`config.mk`:
```
export PLATFORM = sky130hd
export DESIGN_NAME = mem_bus_ctrl
export DESIGN_NICKNAME = d
export VERILOG_FILES = /design/src/rtl/mem_bus_ctrl.sv
export SDC_FILE = /design/constraint.sdc
export NUM_CORES = 1
export LEC_CHECK = 0
export BUFFER_PORTS_ARGS = -buffer_cell sky130_fd_sc_hd__clkbuf_2
export CAP_MARGIN = 20
export CORE_ASPECT_RATIO = 1.25
export CORE_MARGIN = 4
export CORE_UTILIZATION = 44
export CTS_CLUSTER_DIAMETER = 150
export DETAILED_ROUTE_END_ITERATION = 12
export PLACE_DENSITY_LB_ADDON = 0.2
export SYNTH_ARGS = -nofsm -noshare
export SYNTH_HDL_FRONTEND = slang
export SYNTH_SLANG_ARGS = --single-unit
export TNS_END_PERCENT = 100
```
`constraint.sdc`:
```
create_clock -name clk -period 7 [get_ports clk]
set_clock_uncertainty 0.2 [all_clocks]
set_input_delay 0.7 -clock clk [delete_from_list [all_inputs] [get_ports clk]]
set_output_delay 0.7 -clock clk [all_outputs]
set_load 0.05 [all_outputs]
```
`src/rtl/mem_bus_ctrl.sv`:
```
// Arbitrates an instruction-fetch port and a data port onto one word-wide memory.
// Sub-word writes are read-modify-write; misaligned/out-of-range data accesses complete with d_err.
module mem_bus_ctrl #(
  parameter int NUM_OF_BYTES = 1024
) (
  input  logic        clk,
  input  logic        reset,
  input  logic        if_req,
  input  logic [31:0] if_addr,
  output logic        if_ack,
  output logic [31:0] if_rdata,
  input  logic        d_req,
  input  logic        d_we,
  input  logic [1:0]  d_size,
  input  logic [31:0] d_addr,
  input  logic [31:0] d_wdata,
  output logic        d_ack,
  output logic        d_err,
  output logic [31:0] d_rdata,
  output logic [31:0] mem_address,
  output logic        mem_write_en,
  output logic [31:0] mem_write_data,
  input  logic [31:0] mem_read_data,
  output logic [1:0]  o_dbg_state
);

  // Handshake: a requester holds req (and its addr/data) high until it sees its
  // one-cycle ack; requests are only sampled while the FSM is in IDLE.
  typedef enum logic [1:0] {
    S_IDLE   = 2'd0,
    S_ACCESS = 2'd1,
    S_WRITE  = 2'd2,
    S_RESP   = 2'd3
  } state_t;

  localparam logic [31:0] MAX_ADDR = 32'(NUM_OF_BYTES - 4);

  state_t      r_state;
  state_t      w_next;
  logic        r_last_data;
  logic        r_owner_data;
  logic        r_we;
  logic        r_err;
  logic [1:0]  r_size;
  logic [1:0]  r_lane;
  logic [31:0] r_mem_address;
  logic [31:0] r_mem_write_data;
  logic [31:0] r_if_rdata;
  logic [31:0] r_d_rdata;

  logic        w_grant_data;
  logic        w_d_err;
  logic [31:0] w_d_aligned;
  logic [31:0] w_rd_ext;
  logic [31:0] w_merged;
  logic        w_unused;

  // Fetch addresses are always word-aligned; the low bits carry no meaning.
  assign w_unused     = ^if_addr[1:0];
  assign w_grant_data = d_req & (~if_req | ~r_last_data);
  assign w_d_aligned  = {d_addr[31:2], 2'b00};
  assign w_d_err      = (d_size == 2'b11)
                      | ((d_size == 2'b01) & d_addr[0])
                      | ((d_size == 2'b10) & (d_addr[1:0] != 2'b00))
                      | (w_d_aligned > MAX_ADDR);

  always_comb begin
    w_rd_ext = mem_read_data;
    w_merged = mem_read_data;
    case (r_size)
      2'b00: begin
        w_rd_ext = {24'd0, mem_read_data[{r_lane, 3'b000} +: 8]};
        w_merged[{r_lane, 3'b000} +: 8] = r_mem_write_data[7:0];
      end
      2'b01: begin
        w_rd_ext = {16'd0, mem_read_data[{r_lane[1], 4'b0000} +: 16]};
        w_merged[{r_lane[1], 4'b0000} +: 16] = r_mem_write_data[15:0];
      end
      default: ;
    endcase
  end

  always_comb begin
    w_next = r_state;
    case (r_state)
      S_IDLE: begin
        if (w_grant_data)  w_next = w_d_err ? S_RESP : S_ACCESS;
        else if (if_req)   w_next = S_ACCESS;
      end
      S_ACCESS: w_next = (r_we && (r_size != 2'b10)) ? S_WRITE : S_RESP;
      S_WRITE:  w_next = S_RESP;
      S_RESP:   w_next = S_IDLE;
      default:  w_next = S_IDLE;
    endcase
  end

  always_ff @(posedge clk) begin
    if (reset) begin
      r_state          <= S_IDLE;
      r_last_data      <= 1'b0;
      r_owner_data     <= 1'b0;
      r_we             <= 1'b0;
      r_err            <= 1'b0;
      r_size           <= 2'b00;
      r_lane           <= 2'b00;
      r_mem_address    <= 32'd0;
      r_mem_write_data <= 32'd0;
      r_if_rdata       <= 32'd0;
      r_d_rdata        <= 32'd0;
    end else begin
      r_state <= w_next;
      case (r_state)
        S_IDLE: begin
          if (w_grant_data) begin
            r_owner_data <= 1'b1;
            r_last_data  <= 1'b1;
            r_we         <= d_we;
            r_size       <= d_size;
            r_lane       <= d_addr[1:0];
            r_err        <= w_d_err;
            if (w_d_err) begin
              r_d_rdata <= 32'd0;
            end else begin
              r_mem_address <= w_d_aligned;
              if (d_we) r_mem_write_data <= d_wdata;
            end
          end else if (if_req) begin
            r_owner_data  <= 1'b0;
            r_last_data   <= 1'b0;
            r_we          <= 1'b0;
            r_size        <= 2'b10;
            r_lane        <= 2'b00;
            r_err         <= 1'b0;
            r_mem_address <= {if_addr[31:2], 2'b00};
          end
        end
        S_ACCESS: begin
          if (!r_we) begin
            if (r_owner_data) r_d_rdata  <= w_rd_ext;
            else              r_if_rdata <= w_rd_ext;
          end else if (r_size != 2'b10) begin
            r_mem_write_data <= w_merged;
          end
        end
        default: ;
      endcase
    end
  end

  // Gating with reset keeps an aborted transaction from acking or writing in the reset cycle.
  assign mem_write_en   = ~reset & (((r_state == S_ACCESS) & r_we & (r_size == 2'b10))
                                    | (r_state == S_WRITE));
  assign if_ack         = ~reset & (r_state == S_RESP) & ~r_owner_data;
  assign d_ack          = ~reset & (r_state == S_RESP) & r_owner_data;
  assign d_err          = d_ack & r_err;
  assign mem_address    = r_mem_address;
  assign mem_write_data = r_mem_write_data;
  assign if_rdata       = r_if_rdata;
  assign d_rdata        = r_d_rdata;
  assign o_dbg_state    = r_state;

endmodule

```
==> summary.md <==
| Metric | Value |
|---|---|
| # DRC | `0` |
| CP Class | `flop to flop` |
| Most common cell in the netlist | `dfxtp_1` |
| Cts repair resizes | `0` |
| Die height | `~150 um` |
| CP arrival | `roughly 3.6 ns` |
| # diodes | `0` |
| Worst Hold Class | `flop to flop` |
| Final HPWL DP | `roughly 18000 um` |
| Rows | `53` |
| Total track usage | `between 20% and 30%` |
| Final worst slack | `3.54 ns` |
| IO Port Bufs | `between 200 and 300` |
| Post-synthesis cell count | `between 900 and 1k` |
| Largest cells by area after synthesis | `dfxtp_1 36%, nand3b_1 6.4%, mux2i_1 6.2%` |
| Placeable Area | `0.0167 sq mm` |
| CTS buffer count | `17` |
| Via density | `5.70` |
| Root Driver | `clkbuf_16` |
| Worst skew pair latency | `0.42 ns` |
| Post-Route Setup TNS | `0 ns` |
| Commonest cells in the synthesized netlist | `135 x dfxtp_1, 119 x nand2_1, 90 x nor2_1, 65 x clkbuf_1, 64 x nand3b_1` |
| EDFF count, synth | `0` |
| Main synth FF type | `dfxtp_1` |
| Period utilization | `between 40% and 50%` |
| Postcts setup bufs | `0` |
| CP Max Fanout | `47` |
| Tot Pwr | `approximately 3500 uW` |
| Ys Warns | `0` |
| Hold-fix buffers, CTS | `0` |
| Fmax | `roughly 290 MHz` |
| Final Cell Area | `around 0.0095 sq mm` |
| Worst-Margin Slew | `about 1.1 ns` |
| Final hold vios | `0` |
| Via count | `about 7.7k` |
| Grt total ovfl | `0` |
| Area grow syn2layout | `26.9%` |
| Starting Density | `44.7%` |
| Clk sinks | `between 100 and 150` |
| #FFs+latches synth | `135` |
| CTS tree | `built` |
| Routability cong. | `about 0.90` |
| Slew margin rel. | `between 20% and 30%` |
| H-tree depth | `4` |
| Placed Cells | `roughly 1.3k` |
| Power per cell area | `372 mW/mm^2` |
| Post-placement cell area | `0.00881 sq mm` |
| Status | `complete, no violations` |
| FF-to-FF End | `mem_write_data[0]$_SDFFE_PP0P_` |
| Maximum VDD drop | `roughly 0.22 mV` |
| Worst setup SP type | `flop` |
| Largest net degree at the start of global routing | `102` |
| RSZ-0062 raised after global routing | `no` |
| Hold EP | `r_err$_SDFFE_PP0P_` |
| Max Buffers Root-to-Sink | `2` |
| Max cap viols | `0` |
| Non-filler instance count after layout | `1349` |
| Routed wire length | `between 20000 and 30000 um` |
| Hold path start | `r_err$_SDFFE_PP0P_` |
| FF-to-FF setup slack | `roughly 3.5 ns` |
| Dpl ws | `~3.3 ns` |
| FF-to-FF path depth | `6` |
| Die Wd | `125 um` |
| # IOs | `~270` |
| Fin crit period | `roughly 3.5 ns` |
| Antenna Violating Nets Remaining | `0` |
| Initial antenna violation count | `1` |
| Critical Path RT | `between 7 and 8 ns` |
| Yosys top cell area share | `36.2%` |
| Wire length of the first global-routing pass | `~40000 um` |
| Synth Area per Inst | `between 8 and 9 sq um` |
| Crit path capture type | `flop` |
| Layout Nets | `1260` |
| RR Startpoint | `r_lane[1]$_SDFFE_PP0P_` |
| Yosys cell types | `47` |
| Mapped Area | `between 0.007 and 0.008 sq mm` |
| DR pass1 iterations | `5` |
| Sequential share of the synthesized area | `a little over a third` |
| Clock slew at reported path FFs | `0.06 ns` |
| Yosys top cell by area | `dfxtp_1` |
| Via count of the first global-routing pass | `about 7.3k` |
| DIE AREA | `around 0.019 sq mm` |
| Final setup viols | `0` |
| 1st-iter DRT viols | `between 700 and 800` |
| DR WL/cell | `between 15 and 20 um` |
| Hold depth | `2` |
| Asr flop ratio synth | `0%` |
| Final Max Slew Viols | `0` |
| Static Leakage | `0.00410 uW` |
| Layout cell share with drive strength beyond 1 | `a little under a third` |
-- state kept, by name (all words and copies together) (netlist names) --
register,cells
r_size,2
o_dbg_state,2
r_we,1
d_rdata,32
r_err,1
if_rdata,32
r_owner_data,1
r_lane,2
mem_address,30
mem_write_data,32
-- report_power, final --
group          internal [uW]  switching (uW)  total [uW]
registers                888            76.4         964
clock network            591             368         959
logic                    414            1190        1600
total                   1890            1630        3520
-- cells in the final DEF, fill, tap and decap left out, types with 3 or more instances in the layout --
cell	count
bufinv_16	3
inv_6	5
nor2_1	89
ha_1	8
o21ai_0	35
o22ai_1	32
a211oi_1	38
o21a_1	8
clkbuf_16	17
nand2_1	119
nor3_1	3
nand3b_1	64
inv_1	32
o31ai_1	32
a21oi_1	54
a32oi_1	3
a21boi_0	8
mux2i_1	46
nor4_1	5
dfxtp_1	135
buf_4	15
o41ai_1	4
clkbuf_2	263
a221oi_1	32
nand3_1	4
o41ai_2	28
nor2b_1	10
inv_8	3
-- layout make-up --
cell class                      count  area [sq um]
Clock buffer                       19           453
Timing Repair Buffer              279          1460
Inverter                           33           124
Sequential cell                   135          2700
Fill cell                        1647          7240
Multi-Input combinational cell    650          4280
Tap cell                          220           275
Clock inverter                     13           178
-- metal layers --
metal  track usage, %  wire length (um)  vias up
met2             43.5             12500      365
met1             30.9              9830     3517
met3             7.44              2260       57
met5                0                 8        -
li1                 -                 -     3750
met4             11.1               958        2
-- metrics by stage --
stage	hold slack [ns]	util, %
global placement	0.240	52.7
floorplan	0.232	-
CTS	0.255	56.5
global route	0.284	56.7
detailed placement	0.246	52.7
finish	0.253	56.7
-- critical path, cell delays in order, from the launching register on --
cell	delay (ns)
dfxtp_1	0.30
buf_4	0.41
clkinv_1	0.44
ha_1	0.46
o32ai_1	0.93
a221oi_1	0.29
o41ai_2	0.31
-- kinds of logic (layout without fill, tap and decap cells) --
logic type,count (synthesis),after routing,synth area share [%]
flip-flops,135,135,36.2
adder cells (fa/ha/maj),9,9,1.51
other,1,2,0.0502
multiplexers,47,47,6.32
AND/OR/NAND/NOR,307,307,19.8
buffers and inverters,125,344,6.90
AO/OA/AOI/OAI,285,285,29.2
-- worst max-delay path by stage --
stage / start / end / slack (ns) / cells after the start
2_1_floorplan: reset / d_err / 3.27 / 4
3_3_place_gp: d_addr[29] / mem_address[14]$_SDFFE_PP0P_ / 3.34 / 7
3_5_place_dp: d_addr[29] / mem_address[15]$_SDFFE_PP0P_ / 3.33 / 7
4_1_cts: r_lane[1]$_SDFFE_PP0P_ / mem_write_data[0]$_SDFFE_PP0P_ / 3.61 / 6
5_1_grt: r_lane[1]$_SDFFE_PP0P_ / mem_write_data[0]$_SDFFE_PP0P_ / 3.33 / 6
6_report: r_lane[1]$_SDFFE_PP0P_ / mem_write_data[0]$_SDFFE_PP0P_ / 3.54 / 6
Power figures use the tool's default switching activity.
